<file path="config.mk">
export PLATFORM = sky130hd
export DESIGN_NAME = logs_seq
export DESIGN_NICKNAME = d
export VERILOG_FILES = /design/src/rtl/logs_seq.sv
export SDC_FILE = /design/constraint.sdc
export NUM_CORES = 1
export LEC_CHECK = 0
export CORE_MARGIN = 8
export CORE_UTILIZATION = 40
export DETAILED_ROUTE_END_ITERATION = 8
export GPL_ROUTABILITY_DRIVEN = 1
export PLACE_DENSITY = 0.6
export SETUP_SLACK_MARGIN = 0.1
export SYNTH_ARGS = -nofsm -noshare
export SYNTH_HDL_FRONTEND = slang
export SYNTH_SLANG_ARGS = --single-unit
</file>
<file path="constraint.sdc">
create_clock -name clk -period 2.5 [get_ports clk]
set_clock_uncertainty 0.15 [all_clocks]
set_input_delay 0.375 -clock clk [delete_from_list [all_inputs] [get_ports clk]]
set_output_delay 0.375 -clock clk [all_outputs]
set_load 0.05 [all_outputs]
</file>
<file path="src/rtl/logs_seq.sv">
// logs_seq: note sequencer driving one logs_nco voice.
// Walks a small programmable table of {frequency word, duration}, generates
// the NCO step strobe through a prescaler and holds the NCO in reset while idle.
module logs_seq #(
  parameter int unsigned N       = 5,
  parameter int unsigned DEPTH   = 8,
  parameter int unsigned DUR_W   = 4,
  parameter int unsigned BEAT_W  = 4,
  parameter int unsigned PRESC_W = 8,
  localparam int unsigned AW     = $clog2(DEPTH),
  localparam int unsigned FW     = N - 1,
  localparam int unsigned LW     = AW + 1
) (
  input  logic               clk,
  input  logic               rst_n,
  input  logic               start,
  input  logic               stop,
  input  logic               loop,
  input  logic [LW-1:0]      len,
  input  logic [PRESC_W-1:0] presc,
  input  logic               wr_en,
  input  logic [AW-1:0]      wr_addr,
  input  logic [FW-1:0]      wr_freq,
  input  logic [DUR_W-1:0]   wr_dur,
  output logic               step,
  output logic [FW-1:0]      freq_out,
  output logic               nco_reset,
  output logic               busy,
  output logic               done,
  output logic [AW-1:0]      note_idx
);

  typedef enum logic [1:0] {
    S_IDLE = 2'd0,
    S_LOAD = 2'd1,
    S_PLAY = 2'd2,
    S_DONE = 2'd3
  } state_t;

  state_t state_q, state_nx;

  logic [FW-1:0]      tbl_freq [DEPTH];
  logic [DUR_W-1:0]   tbl_dur  [DEPTH];

  logic [LW-1:0]      len_q,   len_nx;
  logic [PRESC_W-1:0] presc_q, presc_nx;
  logic [DUR_W-1:0]   dur_q,   dur_nx;
  logic [BEAT_W-1:0]  beat_q,  beat_nx;
  logic [PRESC_W-1:0] pcnt_q,  pcnt_nx;
  logic [AW-1:0]      note_nx;
  logic [FW-1:0]      freq_nx;
  logic               nco_rst_nx;
  logic               busy_nx;
  logic               done_nx;

  logic               beat_wrap_c;
  logic               more_notes_c;

  // Step strobe: last prescaler count of a PLAY cycle
  assign step         = (state_q == S_PLAY) && (pcnt_q == presc_q);
  assign beat_wrap_c  = step && (beat_q == {BEAT_W{1'b1}});
  assign more_notes_c = ({1'b0, note_idx} < (len_q - LW'(1)));

  // State register
  always_ff @(posedge clk) begin
    if (!rst_n) begin
      state_q <= S_IDLE;
    end else begin
      state_q <= state_nx;
    end
  end

  // Next-state, counter and output-register next values
  always_comb begin
    state_nx   = state_q;
    len_nx     = len_q;
    presc_nx   = presc_q;
    dur_nx     = dur_q;
    beat_nx    = beat_q;
    pcnt_nx    = pcnt_q;
    note_nx    = note_idx;
    freq_nx    = freq_out;
    nco_rst_nx = nco_reset;
    busy_nx    = busy;
    done_nx    = 1'b0;

    case (state_q)
      S_IDLE: begin
        if (!stop && start && (len != '0)) begin
          state_nx = S_LOAD;
          len_nx   = (len > LW'(DEPTH)) ? LW'(DEPTH) : len;
          presc_nx = presc;
          note_nx  = '0;
        end
      end
      S_LOAD: begin
        if (stop) begin
          state_nx = S_IDLE;
        end else begin
          // Table is read before this edge's write lands, so a colliding write applies next time
          state_nx   = S_PLAY;
          freq_nx    = tbl_freq[note_idx];
          dur_nx     = tbl_dur[note_idx];
          beat_nx    = '0;
          pcnt_nx    = '0;
          nco_rst_nx = 1'b0;
        end
      end
      S_PLAY: begin
        if (stop) begin
          state_nx = S_IDLE;
        end else begin
          pcnt_nx = step ? '0 : pcnt_q + PRESC_W'(1);
          if (step) begin
            beat_nx = beat_q + BEAT_W'(1);
          end
          if (beat_wrap_c) begin
            if (dur_q != '0) begin
              dur_nx = dur_q - DUR_W'(1);
            end else if (more_notes_c) begin
              note_nx  = note_idx + AW'(1);
              state_nx = S_LOAD;
            end else if (loop) begin
              note_nx  = '0;
              state_nx = S_LOAD;
            end else begin
              state_nx = S_DONE;
            end
          end
        end
      end
      S_DONE: begin
        state_nx = S_IDLE;
      end
      default: begin
        state_nx = S_IDLE;
      end
    endcase

    // Output registers follow the state being entered
    case (state_nx)
      S_IDLE: begin
        freq_nx    = '0;
        nco_rst_nx = 1'b1;
        busy_nx    = 1'b0;
      end
      S_DONE: begin
        freq_nx    = '0;
        nco_rst_nx = 1'b1;
        busy_nx    = 1'b0;
        done_nx    = 1'b1;
      end
      default: begin
        busy_nx = 1'b1;
      end
    endcase
  end

  // Datapath and registered outputs
  always_ff @(posedge clk) begin
    if (!rst_n) begin
      len_q     <= '0;
      presc_q   <= '0;
      dur_q     <= '0;
      beat_q    <= '0;
      pcnt_q    <= '0;
      note_idx  <= '0;
      freq_out  <= '0;
      nco_reset <= 1'b1;
      busy      <= 1'b0;
      done      <= 1'b0;
    end else begin
      len_q     <= len_nx;
      presc_q   <= presc_nx;
      dur_q     <= dur_nx;
      beat_q    <= beat_nx;
      pcnt_q    <= pcnt_nx;
      note_idx  <= note_nx;
      freq_out  <= freq_nx;
      nco_reset <= nco_rst_nx;
      busy      <= busy_nx;
      done      <= done_nx;
    end
  end

  // Note table: cleared by reset, writable in any state
  always_ff @(posedge clk) begin
    if (!rst_n) begin
      for (int i = 0; i < int'(DEPTH); i++) begin
        tbl_freq[i] <= '0;
        tbl_dur[i]  <= '0;
      end
    end else if (wr_en) begin
      tbl_freq[wr_addr] <= wr_freq;
      tbl_dur[wr_addr]  <= wr_dur;
    end
  end

endmodule

</file>
=== Word-level counts from Yosys, hierarchy flattened ===
Memory sizes are Yosys's and may differ from the RTL's. A register that Yosys moved wholly into a read port is not among the register bits.
Index checks and enable logic that the tools add are counted.

* RAM bits: 64
* Register bits: 36
* Input bits: 29
* Logic and storage cells: 99
* Memories kept: 2

{| class="wikitable"
|+ Memories
! name !! words !! bits a word !! read ports !! clocked after Yosys merged registers in !! write ports !! RTL line !! RTL
|-
| tbl_dur || 8 || 4 || 1 || 1 || 8 || 43 || <nowiki>logic [DUR_W-1:0] tbl_dur [DEPTH];</nowiki>
|-
| tbl_freq || 8 || 4 || 1 || 1 || 8 || 42 || <nowiki>logic [FW-1:0] tbl_freq [DEPTH];</nowiki>
|}

* Reduce and logical (&&, ||, !) cells: 21
* Equal/unequal tests: 14
* Bitwise operators: 2
* Add/sub/neg operators: 5
* $lt $le $gt $ge: 2
* Multiplexer cells: 43

{| class="wikitable"
|+ Operators by type and width
! kind !! count
|-
| $mux 4 || 10
|-
| $mux 3 || 10
|-
| $mux 8 || 3
|-
| $pmux 4 s2 || 2
|-
| $pmux 8 s2 || 1
|-
| $mux 2 || 7
|-
| $ne 2x2->1 const B || 6
|-
| $add 8x1->8 const B || 1
|-
| $eq 8x8->1 || 1
|-
| $mux 1 || 8
|-
| $pmux 2 s4 || 1
|-
| $reduce_bool 4->1 || 2
|-
| $reduce_or 4->1 || 2
|-
| $sub 4x1->4 const B || 2
|-
| $eq 2x2->1 const B || 3
|-
| $pmux 3 s2 || 1
|-
| $reduce_and 6->1 || 1
|-
| $reduce_and 5->1 || 1
|-
| $add 4x1->4 const B || 1
|-
| $eq 4x4->1 const B || 1
|-
| $gt 4x4->1 const B || 1
|-
| $logic_and 1x1->1 || 4
|-
| $logic_not 2->1 || 2
|-
| $lt 3x4->1 || 1
|-
| 12 further kinds || 15
|}

=== Logic depth before layout (Yosys ltp) ===
* Depth after elaboration: 10
* Depth in mapped cells: 10
* Depth with buffers taken out: 10

=== Least setup slack after synthesis ===
Ideal clock, no wire load.

* Kind: register -> register
* Start point: register note_idx[1]
* End point: register nco_reset
* Arrival time: 2471 ps
* Library setup time: 114 ps
* Cell stages (with the launch flop): 9
* Path slack: -235 ps
* Buffers on the path: 0
* Cell sequence: dfxtp_1 ha_1 o21a_1 o21a_1 o211a_1 o31a_1 ha_1 or3_1 a21o_1

* Cells in the longest elaborated chain, start to end: 8
* Elaborated cells on any way between the ends: 9
* Classes of those cells: order compare: 1; eq/ne: 1; mux: 5; reduce/logical: 2

{| class="wikitable"
|+ RTL lines
! item !! RTL line !! RTL
|-
| start, declared || 30 || <nowiki>output logic [AW-1:0] note_idx</nowiki>
|-
| start signal, assigned || 178 || <nowiki>note_idx <= note_nx;</nowiki>
|-
| $lt 3x4->1 (*) || 62 || <nowiki>assign more_notes_c = ({1'b0, note_idx} < (len_q - LW'(1)));</nowiki>
|-
| $mux 2 (*) || 120 || <nowiki>end else if (more_notes_c) begin</nowiki>
|-
| $mux 2 (*) || 118 || <nowiki>if (dur_q != '0) begin</nowiki>
|-
| $mux 2 (*) || 117 || <nowiki>if (beat_wrap_c) begin</nowiki>
|-
| $mux 2 (*) || 110 || <nowiki>if (stop) begin</nowiki>
|-
| $pmux 2 s4 (*) || 87 || <nowiki>case (state_q)</nowiki>
|-
| net state_nx[1] || 40 || <nowiki>state_t state_q, state_nx;</nowiki>
|-
| $eq 2x2->1 / $logic_not 2->1 (equally long branches) || 141 || <nowiki>case (state_nx)</nowiki>
|-
| $reduce_or 3->1 (no line) (*) || - ||
|-
| end signal, assigned || 180 || <nowiki>nco_reset <= nco_rst_nx;</nowiki>
|-
| end, declared || 27 || <nowiki>output logic nco_reset,</nowiki>
|}

The timed path passes the listed nets; every way through them passes the cells marked *.
A chain may end at the register's enable or synchronous reset.

=== Worst setup path in the final report ===
* Start point: register len_q[1]
* End point: register nco_reset

* Cells in the longest elaborated chain, start to end: 9
* Elaborated cells on any way between the ends: 10
* Classes of those cells: add/sub: 1; order compare: 1; eq/ne: 1; mux: 5; reduce/logical: 2

{| class="wikitable"
|+ RTL lines
! item !! RTL line !! RTL
|-
| start, declared || 45 || <nowiki>logic [LW-1:0] len_q, len_nx;</nowiki>
|-
| start signal, assigned || 173 || <nowiki>len_q <= len_nx;</nowiki>
|-
| $sub 4x1->4 (*) || 62 ||
|-
| $lt 3x4->1 (*) || 62 ||
|-
| $mux 2 (*) || 120 ||
|-
| $mux 2 (*) || 118 ||
|-
| $mux 2 (*) || 117 ||
|-
| $mux 2 (*) || 110 ||
|-
| $pmux 2 s4 (*) || 87 ||
|-
| net state_nx[1] || 40 ||
|-
| $eq 2x2->1 / $logic_not 2->1 (equally long branches) || 141 ||
|-
| $reduce_or 3->1 (no line) (*) || - ||
|}

Marked as above.

==> flow_summary.json <==
{
  "violations": "setup timing",
  "critPathSlowestCell": "or3_4",
  "synth-seq-area-share_pct": 55.0,
  "hold-path-cell-count": 2,
  "totalNegativeSetupSlack_ns": -0.0449,
  "coreArea_sq_um": 12500,
  "worstHoldStart": "beat_q[3]",
  "cts_hold_buf": 0,
  "wl_met1_um": 4820,
  "finalWirelength_um": 11000,
  "hpwl_um": 8290,
  "critPathKind": "reg -> reg",
  "maxSlewHeadroom_pct": 64.5,
  "cts_buffer_depth": 2,
  "status": "complete, but fails checks",
  "die_area_sq_um": 16500,
  "drv_slew": 0,
  "clk_pin_slew_ns": 0.07,
  "synth_top_cell_area_share_pct": 38.0,
  "n_fill_cell": 1134,
  "synthAdderAreaFrac_pct": 2.22,
  "p_clk_share_pct": 37.4,
  "gp_congestion": 0.774,
  "synth_top_family_by_area": "simple AND/OR/NAND/NOR gates",
  "final_cell_mix": "and2_1 (70), edfxtp_1 (64), dfxtp_1 (40), buf_4 (40), clkdlybuf4s50_1 (37)",
  "p_total_mw": 3.67,
  "fin_ws_ns": -0.0402,
  "critical_path_buf_inv_count": 1,
  "pwr_density_cell_nw_per_um2": 585,
  "cts_tree": "built",
  "grt_setup_unrepaired": "yes",
  "cp_top_family": "compound AO/OA/AOI/OAI gates",
  "grt_max_degree": 20,
  "io_buffers": 39,
  "clockRootBuffer": "clkbuf_16",
  "holdPathEnd": "beat_q[3]",
  "finalHoldViolCount": 0,
  "ys_top_cells_by_area": "edfxtp_1 (38%), dfxtp_1 (17%), and2_1 (8.7%)",
  "p_int_mw": 2.80,
  "wl_met2_um": 5480,
  "die_y_um": 129,
  "switching_share_pct": 23.8,
  "crit_fanout": 5,
  "worstReg2RegEnd": "nco_reset",
  "cp-end-kind": "register",
  "hp-class": "reg -> reg",
  "synth-edff-count": 64,
  "critPathRequiredTime_ns": 2.60,
  "power.switching_uw": 873,
  "seqPwrFrac_pct": 53.8,
  "cp_cell_sequence": "inv_2 > ha_4 > ha_4 > o21a_1 > o21a_1 > o211a_1 > o31a_1 > ha_2 > or3_4 > a21o_1",
  "worstSetupStartpointType": "register",
  "cap_violations": 0,
  "ios": 40,
  "cts_setup_buffers": 0,
  "area_growth_pct": 23.9,
  "drtAntennaViolNets": 0,
  "tightest_slew_ns": 0.531,
  "synth_compound_area_share_pct": 7.66,
  "synth_seq_cells": 107,
  "r2r-start": "len_q[1]",
  "timing.final.crit_share_pct": 102,
  "viasPerCell": 5.08,
  "setup_viol": 2,
  "initial_core_util_pct": 40.6,
  "drive_gt1_share_pct": 19.6,
  "ir_worst_vdd_mv": 0.468,
  "wl_per_cell_um": 16.5,
  "comb_power_share_pct": 8.8,
  "syn_nets": 455,
  "grt_pass1_vias": 3486,
  "syn_area_sq_um": 5060,
  "worstPathArrival_ns": 2.64,
  "async_reset_ff_share_pct": 0,
  "met3_length_um": 496,
  "insertedDiodeCount": 0,
  "synth_top_area_cell": "edfxtp_1",
  "insertion_delay_ns": 0.35,
  "core.rowCount": 41,
  "syn_area_per_cell_sq_um": 12.1,
  "cts_max_level": 3,
  "vias": 3386,
  "gr-total-overflow": 0,
  "cellLeakagePower_nw": 2.26,
  "drc": 0,
  "die_x_um": 129,
  "numCtsBuffers": 9,
  "grt_pass1_wl_um": 17800,
  "dr.pass1.iters": 4,
  "antenna_found_initial": 0,
  "syn_inst": 417,
  "synth_cell_types": 54,
  "track_usage_pct": 14.0,
  "synth_flop_cell": "edfxtp_1",
  "max_clock_freq_ghz": 0.394,
  "clock-sinks": 107,
  "highest_layer": "met4",
  "drt_iter0_markers": 207,
  "critPathMaxStageDelay_ns": 0.37,
  "ff2ff_path_depth": 10,
  "r2r_slack_ns": -0.04,
  "synth_xor_area_share_pct": 2.60,
  "synth_simple_gate_area_share_pct": 19.2,
  "muxShareOfSynthArea_pct": 11.1,
  "finalCriticalPeriod_ns": 2.54,
  "final_nets": 528,
  "layout_commonest_cell": "and2_1",
  "yosys_warnings": 0
}
[per-stage QoR]
step	utilization, %	area (sq um)	hold WS, ns	setup slack (ns)	cells
final	50.3	6270	0.332	-0.0402	667
after detailed placement	47.5	5920	0.324	-0.146	651
after floorplan	-	5080	0.288	-0.111	417
after global placement	47.5	5920	0.305	-0.0937	651
after CTS	50.0	6230	0.337	-0.118	667
after global routing	50.3	6270	0.351	-0.110	667
[sequential cells by signal (all words and copies together) (netlist names), named ones only]
| register | count |
|---|---|
| tbl_dur | 32 |
| tbl_freq | 32 |
| pcnt_q | 8 |
| presc_q | 8 |
| beat_q | 4 |
| dur_q | 4 |
| freq_out | 4 |
| len_q | 4 |
| note_idx | 3 |
| state_q | 2 |
| busy | 1 |
| done | 1 |
| nco_reset | 1 |
[how the worst max path moves through the flow]
| stage | endpoint | slack, ns | cells past startpoint | start |
|---|---|---|---|---|
| 2_1_floorplan | nco_reset | -0.11 | 10 | len_q[0] |
| 3_3_place_gp | nco_reset | -0.09 | 10 | len_q[0] |
| 3_5_place_dp | freq_out[3] | -0.15 | 10 | len_q[0] |
| 4_1_cts | nco_reset | -0.12 | 10 | len_q[1] |
| 5_1_grt | nco_reset | -0.11 | 10 | len_q[0] |
| 6_report | nco_reset | -0.04 | 10 | len_q[1] |
[what timing repair did]
item,4_1_cts,5_1_grt
cloned,0,0
gates resized for setup,6,7
pin swaps,6,7
setup endpoints to repair,6,7
[synth_stat cells, types with 2 or more instances]
cell	number
buf_2	6
o21ai_0	12
inv_1	12
o211ai_1	5
o21a_1	4
nand3_1	7
nor4_4	2
xor2_1	11
a211oi_1	6
ha_1	9
xnor2_1	4
and3_1	3
dfxtp_1	43
edfxtp_1	64
nor4_1	4
nor3_1	6
a21o_1	2
and2_1	70
nand2_1	10
nand3b_1	4
clkbuf_1	9
nor3b_1	2
o31a_1	2
nand4_1	3
nand2b_1	12
a221oi_1	2
mux4_2	16
a21oi_1	9
o21ai_1	2
mux2i_1	20
nor2_1	33
[tightest hold or removal path, delay by kind of cell, from the launching register on]
family,cells,cell delay [ns]
muxes,1,0.05
and+or+nand+nor,1,0.06
DFF,1,0.33
[cell type report]
| cell class | count | area [sq um] | area share, % |
|---|---|---|---|
| Multi-Input combinational cell | 281 | 2240 | 35.8 |
| Clock buffer | 9 | 225 | 3.59 |
| Inverter | 13 | 48.8 | 0.778 |
| Sequential cell | 107 | 2790 | 44.4 |
| Tap cell | 172 | 215 | 3.43 |
| Clock inverter | 7 | 60.1 | 0.958 |
| Timing Repair Buffer | 78 | 691 | 11.0 |
[logic make-up after synthesis]
group | after synthesis
compound gates | 56
flops | 107
xor+xnor | 15
simple gates | 165
buf+inv | 29
fa+ha+maj | 9
mux | 36
[power groups by stage]
stage          logic, mW  clock network (mW)  registers [mW]
2_1_floorplan      0.165                   0            2.01
3_3_place_gp       0.313                   0            2.01
3_5_place_dp       0.318                   0            2.01
4_1_cts            0.324                1.40            1.97
5_1_grt            0.356                1.47            1.98
6_report           0.324                1.37            1.97
[layer usage]
layer / track usage (%) / vias to the layer above
li1: - / 1671
met1: 16.6 / 1634
met2: 24.0 / 70
met3: 2.85 / 11
met4: 6.22 / 0
met5: 0 / -
No activity file was read; power rests on OpenSTA's default activity.
